`config.mk`:
```
export PLATFORM = sky130hd
export DESIGN_NAME = spi_fb_writer
export DESIGN_NICKNAME = d
export VERILOG_FILES = /design/src/rtl/spi_fb_writer.sv
export SDC_FILE = /design/constraint.sdc
export NUM_CORES = 1
export LEC_CHECK = 0
export ABC_AREA = 1
export CAP_MARGIN = 5
export CORE_UTILIZATION = 50
export CTS_BUF_LIST = sky130_fd_sc_hd__clkbuf_8 sky130_fd_sc_hd__clkbuf_16
export CTS_CLUSTER_SIZE = 12
export DETAILED_ROUTE_END_ITERATION = 16
export PLACE_DENSITY = 0.75
export SYNTH_ARGS = -nofsm -noshare
export SYNTH_HDL_FRONTEND = slang
export SYNTH_SLANG_ARGS = --single-unit
export TNS_END_PERCENT = 100
```
`constraint.sdc`:
```
create_clock -name clk -period 1.5 [get_ports clk]
set_input_delay 0.15 -clock clk [delete_from_list [all_inputs] [get_ports clk]]
set_output_delay 0.15 -clock clk [all_outputs]
set_load 0.05 [all_outputs]
```
`src/rtl/spi_fb_writer.sv`:
```
`timescale 1ns/1ps
// spi_fb_writer
//   SPI mode-0 slave that turns host command frames into framebuffer writes.
//   Frame commands: 0x01 SET_ADDR (ADDR_H, ADDR_L), 0x02 WRITE (PIX_H, PIX_L pairs),
//   0x03 FILL (FILL_H, FILL_L; only when FB_FILL_EN is defined). Anything else
//   pulses frame_err and the rest of the frame is ignored.
//   Build option: define FB_FILL_EN to enable the FILL command and the busy output.
// Ports
//   clk        system clock, everything on posedge
//   rst_n      asynchronous active-low reset
//   spi_sck    SPI clock (async to clk, at most clk/8)
//   spi_cs_n   SPI chip select, active low
//   spi_mosi   SPI data, MSB first, sampled on sck rise
//   fb_wen     framebuffer write strobe
//   fb_addr    framebuffer write address
//   fb_wdata   framebuffer write data (RGB565)
//   busy       high while a fill sweep runs
//   frame_err  one-clk pulse on protocol error
module spi_fb_writer #(
  parameter int ADDR_W      = 10,
  parameter int DATA_W      = 16,
  parameter int SYNC_STAGES = 2
) (
  input  logic              clk,
  input  logic              rst_n,
  input  logic              spi_sck,
  input  logic              spi_cs_n,
  input  logic              spi_mosi,
  output logic              fb_wen,
  output logic [ADDR_W-1:0] fb_addr,
  output logic [DATA_W-1:0] fb_wdata,
  output logic              busy,
  output logic              frame_err
);

  typedef enum logic [3:0] {
    ST_IDLE, ST_CMD, ST_ADDR_H, ST_ADDR_L, ST_PIX_H, ST_PIX_L, ST_DISCARD
`ifdef FB_FILL_EN
    , ST_FILL_H, ST_FILL_L, ST_FILLING
`endif
  } state_t;

  localparam logic [ADDR_W-1:0] ADDR_LAST = {ADDR_W{1'b1}};

  // Synchroniser chain, packed as {mosi, cs_n, sck}; cs_n resets to idle-high.
  logic [2:0] sync_q [SYNC_STAGES];
  logic       sck_s, cs_s, mosi_s, sck_prev_q, sck_rise;

  state_t                state_q, state_d;
  logic [2:0]            bit_cnt_q, bit_cnt_d;
  logic [7:0]            shift_q, shift_d, byte_w;
  logic                  byte_valid;
  logic [ADDR_W-1:0]     ptr_q, ptr_d;
  logic [ADDR_W-9:0]     addr_h_q, addr_h_d;
  logic [7:0]            pix_h_q, pix_h_d;
  logic                  wen_q, wen_d, err_q, err_d;
  logic [ADDR_W-1:0]     addr_q, addr_d;
  logic [DATA_W-1:0]     wdata_q, wdata_d;
  logic                  in_fill;
`ifdef FB_FILL_EN
  logic [7:0]            fill_h_q, fill_h_d;
  logic                  busy_q, busy_d;
`endif

  assign sck_s    = sync_q[SYNC_STAGES-1][0];
  assign cs_s     = sync_q[SYNC_STAGES-1][1];
  assign mosi_s   = sync_q[SYNC_STAGES-1][2];
  assign sck_rise = sck_s & ~sck_prev_q;

  always_ff @(posedge clk or negedge rst_n) begin
    if (!rst_n) begin
      for (int i = 0; i < SYNC_STAGES; i++) sync_q[i] <= 3'b010;
      sck_prev_q <= 1'b0;
    end else begin
      sync_q[0] <= {spi_mosi, spi_cs_n, spi_sck};
      for (int i = 1; i < SYNC_STAGES; i++) sync_q[i] <= sync_q[i-1];
      sck_prev_q <= sck_s;
    end
  end

  // Byte assembly: the completed byte is presented combinationally in the
  // cycle of the 8th rise so the FSM consumes it without an extra stage.
  always_comb begin
    shift_d    = shift_q;
    bit_cnt_d  = bit_cnt_q;
    byte_valid = 1'b0;
    byte_w     = {shift_q[6:0], mosi_s};
    if (cs_s) begin
      bit_cnt_d = 3'd0;
    end else if (sck_rise) begin
      shift_d    = byte_w;
      bit_cnt_d  = bit_cnt_q + 3'd1;
      byte_valid = (bit_cnt_q == 3'd7);
    end
  end

`ifdef FB_FILL_EN
  assign in_fill = (state_q == ST_FILLING);
`else
  assign in_fill = 1'b0;
`endif

  // State register
  always_ff @(posedge clk or negedge rst_n) begin
    if (!rst_n) state_q <= ST_IDLE;
    else        state_q <= state_d;
  end

  // Next-state logic
  always_comb begin
    state_d = state_q;
    if (cs_s && !in_fill) begin
      state_d = ST_IDLE;
    end else begin
      case (state_q)
        ST_IDLE:    state_d = ST_CMD;
        ST_CMD:
          if (byte_valid) begin
            case (byte_w)
              8'h01:   state_d = ST_ADDR_H;
              8'h02:   state_d = ST_PIX_H;
`ifdef FB_FILL_EN
              8'h03:   state_d = ST_FILL_H;
`endif
              default: state_d = ST_DISCARD;
            endcase
          end
        ST_ADDR_H:  if (byte_valid) state_d = ST_ADDR_L;
        ST_ADDR_L:  if (byte_valid) state_d = ST_CMD;
        ST_PIX_H:   if (byte_valid) state_d = ST_PIX_L;
        ST_PIX_L:   if (byte_valid) state_d = ST_PIX_H;
        ST_DISCARD: state_d = ST_DISCARD;
`ifdef FB_FILL_EN
        ST_FILL_H:  if (byte_valid) state_d = ST_FILL_L;
        ST_FILL_L:  if (byte_valid) state_d = ST_FILLING;
        // The address currently on fb_addr is the sweep position.
        ST_FILLING: if (addr_q == ADDR_LAST) state_d = cs_s ? ST_IDLE : ST_DISCARD;
`endif
        default:    state_d = ST_IDLE;
      endcase
    end
  end

  // Output / datapath next-state logic; outputs are registered so a byte
  // consumed in cycle N shows up on the framebuffer port in cycle N+1.
  always_comb begin
    wen_d    = 1'b0;
    err_d    = 1'b0;
    addr_d   = addr_q;
    wdata_d  = wdata_q;
    ptr_d    = ptr_q;
    addr_h_d = addr_h_q;
    pix_h_d  = pix_h_q;
`ifdef FB_FILL_EN
    fill_h_d = fill_h_q;
    busy_d   = 1'b0;
`endif
    case (state_q)
      ST_CMD:
        if (byte_valid) begin
          case (byte_w)
            8'h01, 8'h02: err_d = 1'b0;
`ifdef FB_FILL_EN
            8'h03:        err_d = 1'b0;
`endif
            default:      err_d = 1'b1;
          endcase
        end
      ST_ADDR_H: if (byte_valid) addr_h_d = byte_w[ADDR_W-9:0];
      ST_ADDR_L: if (byte_valid) ptr_d = {addr_h_q, byte_w};
      ST_PIX_H:  if (byte_valid) pix_h_d = byte_w;
      ST_PIX_L:
        if (byte_valid) begin
          wen_d   = 1'b1;
          addr_d  = ptr_q;
          wdata_d = {pix_h_q, byte_w};
          ptr_d   = ptr_q + 1'b1;
        end
`ifdef FB_FILL_EN
      ST_FILL_H: if (byte_valid) fill_h_d = byte_w;
      ST_FILL_L:
        if (byte_valid) begin
          wen_d   = 1'b1;
          busy_d  = 1'b1;
          addr_d  = '0;
          wdata_d = {fill_h_q, byte_w};
        end
      ST_FILLING: begin
        err_d = byte_valid;
        if (addr_q == ADDR_LAST) begin
          ptr_d = '0;
        end else begin
          wen_d  = 1'b1;
          busy_d = 1'b1;
          addr_d = addr_q + 1'b1;
        end
      end
`endif
      default: ;
    endcase
  end

  always_ff @(posedge clk or negedge rst_n) begin
    if (!rst_n) begin
      bit_cnt_q <= '0;
      shift_q   <= '0;
      ptr_q     <= '0;
      addr_h_q  <= '0;
      pix_h_q   <= '0;
      wen_q     <= 1'b0;
      err_q     <= 1'b0;
      addr_q    <= '0;
      wdata_q   <= '0;
`ifdef FB_FILL_EN
      fill_h_q  <= '0;
      busy_q    <= 1'b0;
`endif
    end else begin
      bit_cnt_q <= bit_cnt_d;
      shift_q   <= shift_d;
      ptr_q     <= ptr_d;
      addr_h_q  <= addr_h_d;
      pix_h_q   <= pix_h_d;
      wen_q     <= wen_d;
      err_q     <= err_d;
      addr_q    <= addr_d;
      wdata_q   <= wdata_d;
`ifdef FB_FILL_EN
      fill_h_q  <= fill_h_d;
      busy_q    <= busy_d;
`endif
    end
  end

  assign fb_wen    = wen_q;
  assign fb_addr   = addr_q;
  assign fb_wdata  = wdata_q;
  assign frame_err = err_q;
`ifdef FB_FILL_EN
  assign busy = busy_q;
`else
  assign busy = 1'b0;
`endif

endmodule

```
# Word-level counts from Yosys, hierarchy flattened
# Index checks and enable logic that the tools add are counted.
dict set report op_classes {
  n_eq_ne 16
  bitwise_logic 3
  reduce_logical 10
  mux 20
  add_sub_neg 2
}
# op n
set op_table {}
lappend op_table {{$pmux 4 s7} 1}
lappend op_table {{$mux 4} 6}
lappend op_table {{$mux 10} 2}
lappend op_table {{$pmux 10 s2} 1}
lappend op_table {{$ne 3x3->1 const B} 5}
lappend op_table {{$eq 4x3->1 const B} 3}
lappend op_table {{$add 10x1->10 const B} 1}
lappend op_table {{$eq 4x2->1 const B} 2}
lappend op_table {{$eq 8x1->1 const B} 1}
lappend op_table {{$eq 8x2->1 const B} 1}
lappend op_table {{$reduce_and 2->1} 4}
lappend op_table {{$mux 1} 7}
lappend op_table {{$mux 3} 2}
lappend op_table {{$pmux 3 s2} 1}
lappend op_table {{$reduce_and 5->1} 1}
lappend op_table {{$eq 4x1->1 const B} 1}
lappend op_table {{$logic_not 4->1} 1}
lappend op_table {{$ne 2x2->1 const B} 2}
lappend op_table {{$reduce_bool 2->1} 2}
lappend op_table {{$add 3x1->3 const B} 1}
lappend op_table {{$eq 3x3->1 const B} 1}
lappend op_table {{$reduce_and 3->1} 1}
lappend op_table {{$not 1->1} 2}
lappend op_table {{$reduce_or 2->1} 1}
lappend op_table {{$and 1x1->1} 1}
dict set report totals {
  output_inout_bits 29
  wordCells 64
  reg_bits 69
  input_bits 5
}

# Depth between registers and ports, before layout
# Gate-level depths: netlist (run 1).
dict set report depth {
  word_depth 7
  ltp_mapped 9
  ltp_nobuf 9
}

# Worst setup path after synthesis (run 1)
# No wires, ideal clock.
dict set report synth_path {
  kind {register to register}
  start {register bit_cnt_q[0]}
  end {register pix_h_q[6]}
  setup_slack_ns -0.012
  arrival_time_ns 1.392
  setup_ns 0.120
  t_required_ns 1.380
  synth_period_minus_slack_ns 1.512
  stages_incl_launch_ff 9
  n_path_buf 1
  path_cell_list {dfrtp_1 > ha_1 > ha_1 > nand3_2 > nor2_4 > nand4_4 > buf_4 > nand2_1 > o21ai_2}
}
dict set report synth_via {
  elab_chain_len 4
}
# item line
set synth_rtl {}
lappend synth_rtl {{from (decl)} 50} ;# logic [2:0] bit_cnt_q, bit_cnt_d;
lappend synth_rtl {{from (signal assigned)} 219} ;# bit_cnt_q <= bit_cnt_d;
lappend synth_rtl {{$eq 3x3->1} 93} ;# byte_valid = (bit_cnt_q == 3'd7);
lappend synth_rtl {{$mux 1} 90} ;# end else if (sck_rise) begin
lappend synth_rtl {{$mux 1} 88} ;# if (cs_s) begin
lappend synth_rtl {{$reduce_and 2->1 (no source line)} n/a}
lappend synth_rtl {{to (signal assigned)} 223} ;# pix_h_q <= pix_h_d;
lappend synth_rtl {{to (decl)} 55} ;# logic [7:0] pix_h_q, pix_h_d;
# No other way between the ends.
# A chain may end at the register's enable or synchronous reset.

# Worst setup path in the final report (run 1)
dict set report layout_path {
  start {register bit_cnt_q[0]}
  end {register ptr_q[0]}
}
dict set report layout_via {
  elab_chain_len 5
  word_cells_on_any_way 6
  cone_classes {eq/ne: 3; mux: 2; reduce/logical: 1}
}
# item line
set layout_rtl {}
lappend layout_rtl {{$eq 3x3->1 (*)} 93}
lappend layout_rtl {{$mux 1 (*)} 90}
lappend layout_rtl {{$mux 1 (*)} 88}
lappend layout_rtl {{$ne 2x2->1 (no source line)} n/a}
lappend layout_rtl {{$reduce_and 3->1 (no source line) (*)} n/a}
lappend layout_rtl {{to (signal assigned)} 221} ;# ptr_q <= ptr_d;
lappend layout_rtl {{to (decl)} 53} ;# logic [ADDR_W-1:0] ptr_q, ptr_d;
# Every way passes the cells marked *; elsewhere a longest branch is shown, timed or not.

==> results of run 1 <==
[state kept, by name (all words and copies together), names as in the netlist]
register,cells
sck_s,1
byte_w,1
fb_wdata,16
shift_q,7
bit_cnt_q,3
pix_h_q,8
addr_h_q,2
cs_s,1
ptr_q,10
state_q,3
fb_addr,10
fb_wen,1
frame_err,1
sync_q,3
sck_prev_q,1
[cells by family (layout without fill, tap and decap cells)]
| logic type | count (synthesis) | in the layout | synth area share [%] |
|---|---|---|---|
| simple gates | 170 | 170 | 24.1 |
| compound gates | 54 | 54 | 11.4 |
| buf+inv | 44 | 107 | 6.70 |
| other cells | 1 | 1 | 0.124 |
| flops | 68 | 68 | 56.4 |
| fa+ha+maj | 3 | 3 | 1.24 |
[how the worst max path moves through the flow]
stage                       from         end  slack (ns)
finish              bit_cnt_q[0]    ptr_q[0]       -0.05
global route        bit_cnt_q[0]    ptr_q[8]       -0.13
CTS                 bit_cnt_q[0]    ptr_q[0]       -0.04
detailed placement  bit_cnt_q[0]    ptr_q[0]       -0.08
global placement    bit_cnt_q[1]    ptr_q[2]       -0.01
floorplan           bit_cnt_q[0]  pix_h_q[6]       0.005
[worst max-delay path, stage by stage, from the launching register on]
cell        delay, ns
dfrtp_1          0.39
ha_2             0.20
ha_4             0.16
nand3_4          0.07
nor2_4           0.04
buf_4            0.14
o21ai_4          0.11
clkinvlp_4       0.19
nand2_1          0.07
o21ai_0          0.07
[metrics by stage]
stage	std cells	setup TNS [ns]	cell area, um2
floorplan	340	0	3060
global placement	453	-0.0448	3500
detailed placement	453	-0.678	3500
CTS	475	-0.887	3740
global route	475	-4.21	3740
finish	475	-0.511	3740
[metal layers]
metal  vias to the layer above  routed length [um]  track usage (%)
met5                         -                   0                0
met4                         0                 112             10.0
met3                        10                 317             5.71
met2                        68                2760             34.1
met1                      1120                2780             29.5
li1                       1194                   -                -
[power by group through the flow]
| stage | Sequential [mW] | Combinational, mW | Clock [mW] |
|---|---|---|---|
| floorplan | 2.03 | 0.486 | 0 |
| global placement | 2.03 | 0.756 | 0 |
| CTS | 1.99 | 0.777 | 1.39 |
| detailed placement | 2.03 | 0.769 | 0 |
| finish | 1.99 | 0.769 | 1.35 |
| global route | 2.01 | 0.865 | 1.48 |
[cells in the final DEF (no fill, tap or decap), drive strengths merged]
master / instances
dfrtp: 66
conb: 1
nand2: 128
o21ai: 50
clkbuf: 11
ha: 3
a21oi: 2
nand3: 20
dlygate4sd3: 1
o22ai: 1
buf: 52
clkinv: 3
clkdlybuf4s50: 3
dfstp: 2
clkinvlp: 3
a21boi: 1
inv: 34
nor2: 17
nand4: 5
[final cells by class]
class	count	share of cell area [%]
multi-input cells	228	30.8
repair buffers	56	12.8
flip-flops and latches	68	45.5
repair inverters	1	0.201
well taps	72	2.41
inverters	35	3.54
clock inverters	4	0.668
clock buffers	11	4.04
[timing repair]
action | in CTS | in global routing
hold buffers | 1 | 0
setup endpoints to repair | 30 | 46
pin swaps | 1 | 2
endpoints found under the hold margin | 66 | 0
gates resized for setup | 5 | 5
gates cloned | 1 | 0
buffers inserted | 5 | 0
==> run_results.csv, run 1 <==
group,metric,value,unit
status,status,"finished, violations left",
status,violations,"negative setup slack",
final_layout,num_antenna_cells,0,
grt,grt_pass1_wl,10.4,mm
drt,remaining_drc_errors,0,
drt,via_per_instance_ratio,5.04,
worst_hold_path,min-delay-start,"spi_cs_n",
clock_network,cts_tree,"built",
setup_path,worstReg2RegStart,"bit_cnt_q[0]",
logic_synthesis,ys.flop_type,"dfrtp_1",
logic_synthesis,synth.ff_latch_count,68,
logic_synthesis,synth.area.top_cells,"dfrtp_1, nand2_1, o21ai_2",
drt,routed_wirelength,5.97,mm
setup_path,setup.worst_path.class,"reg2reg",
final_layout,multi_input_comb_area,1150,um2
logic_synthesis,synth.cell_area,3020,um2
clock_network,cts_inserted_buffers,9,
placed_design,portBuffers,32,
setup_path,ff2ff_path_depth,9,
power_and_ir_drop,power.share.clock,32.9,%
grt,grt_start_max_net_pins,69,
logic_synthesis,synthArstFlopShare,100,%
worst_hold_path,timing.hold.worst.class,"in2reg",
clock_network,cts_htree_levels,3,
flow_run,drv.max_cap_violation_count,0,
floorplan,fp.dieW,79.8,um
grt,globalRouteTotalUtil,22.2,%
setup_path,required_time_worst_endpoint,1.73,ns
power_and_ir_drop,sw_frac_of_total,30.4,%
grt,grt_pass1_vias,2235,
timing,timing.final.hold_violations,0,
power_and_ir_drop,ir_drop,0.717,mV
drt,ant_nets,0,
logic_synthesis,syn-instance-count,340,
clock_network,clock-root-buffer,"clkbuf_8",
power_and_ir_drop,pwr-share-comb,18.7,%
logic_synthesis,yosys.cell_count.top_type,"nand2_1",
setup_path,path_max_fanout,6,
setup_path,worst_setup_path_end_kind,"register",
timing,period_share,104,%
grt,initial_antenna_violation_count,0,
power_and_ir_drop,share_seq_of_total_power,48.5,%
power_and_ir_drop,netSwitchingPower,1.25,mW
timing,setup_viol,32,
setup_path,r2r_slack,-0.05,ns
power_and_ir_drop,internal_power,2.87,mW
logic_synthesis,cell_taking_the_most_area_after_synthesis,"dfrtp_1",
final_layout,post-route-util,66.0,%
floorplan,fp-row-count,27,
timing,achievable-frequency,644,MHz
clock_network,clk_transition_reported_paths,0.08,ns
drt,detail_route.iter0.violations,202,
timing,holdWs,0.217,ns
floorplan,design.core.area,5680,um2
worst_hold_path,whs_path_depth,1,
floorplan,die-height,79.8,um
timing,final_period_minus_worst_setup_slack,1.55,ns
setup_path,worstPathArrival,1.79,ns
drt,post_drt_wl_per_cell,12.6,um
clock_network,clockBufferDepth,2,
placed_design,gpl.final_weighted_congestion,0.838,
clock_network,clk-insertion-delay-late,0.35,ns
drt,vias,2392,
floorplan,top_level_ports,34,
timing,fin_ws,-0.0534,ns
logic_synthesis,ys_types,27,
worst_hold_path,hold-path-endpoint,"sync_q[4]",
drt,number_of_iterations_in_the_first_detailed_routing_pass,4,
logic_synthesis,post_synth.cell_area_avg,8.89,um2
logic_synthesis,synth.net_count,348,
clock_network,cts.sink_count,68,
logic_synthesis,yosys_warnings,0,
power_and_ir_drop,power.density,1100,nW/um2
floorplan,fp.dieArea,6360,um2
logic_synthesis,ranking_of_synthesized_cells_by_instance_count,"nand2_1, dfrtp_1, inv_1",
power_and_ir_drop,p_leak,1.87,nW
final_layout,nFillCells,458,
final_layout,drive_above_1_share,26.1,%
placed_design,dp.final_hpwl,4.13,mm
placed_design,placement.setup.worst_slack,-0.0832,ns
final_layout,syn_to_final_growth,23.8,%
timing,final-max-slew-violation-count,0,
setup_path,critical_path.reg2reg.endpoint,"ptr_q[0]",
timing,final.setup_skew,0.0108,ns
final_layout,count_of_nets_after_finishing,407,
logic_synthesis,synth-seq-area-share,56.4,%
final_layout,final-seq-area,1700,um2
floorplan,initial_core_util,53.3,%
logic_synthesis,post-synth-top-area-fraction,54.6,%
grt,grt_overflow,0,
logic_synthesis,synth-edff-count,0,
power_and_ir_drop,design_power_total,4.12,mW
setup_path,start_kind,"register",
timing,rsz0062_at_grt,"yes",
Note: power is estimated with default switching activity, not from simulation.
==> run 2: changes to the inputs <==
--- a/config.mk
+++ b/config.mk
@@ -12,6 +12,7 @@
 export CTS_CLUSTER_SIZE = 12
 export DETAILED_ROUTE_END_ITERATION = 16
 export PLACE_DENSITY = 0.75
+export SLEW_MARGIN = 5
 export SYNTH_ARGS = -nofsm -noshare
 export SYNTH_HDL_FRONTEND = slang
 export SYNTH_SLANG_ARGS = --single-unit
==> results of run 2 <==
No change in the layout: final DEF, timing and power equal those of run 1.
==> run 3: changes to the inputs <==
--- a/config.mk
+++ b/config.mk
@@ -6,10 +6,8 @@
 export NUM_CORES = 1
 export LEC_CHECK = 0
 export ABC_AREA = 1
-export CAP_MARGIN = 5
 export CORE_UTILIZATION = 50
 export CTS_BUF_LIST = sky130_fd_sc_hd__clkbuf_8 sky130_fd_sc_hd__clkbuf_16
-export CTS_CLUSTER_SIZE = 12
 export DETAILED_ROUTE_END_ITERATION = 16
 export PLACE_DENSITY = 0.75
 export SLEW_MARGIN = 5
==> results of run 3 <==
No change in the layout: final DEF, timing and power equal those of run 1.
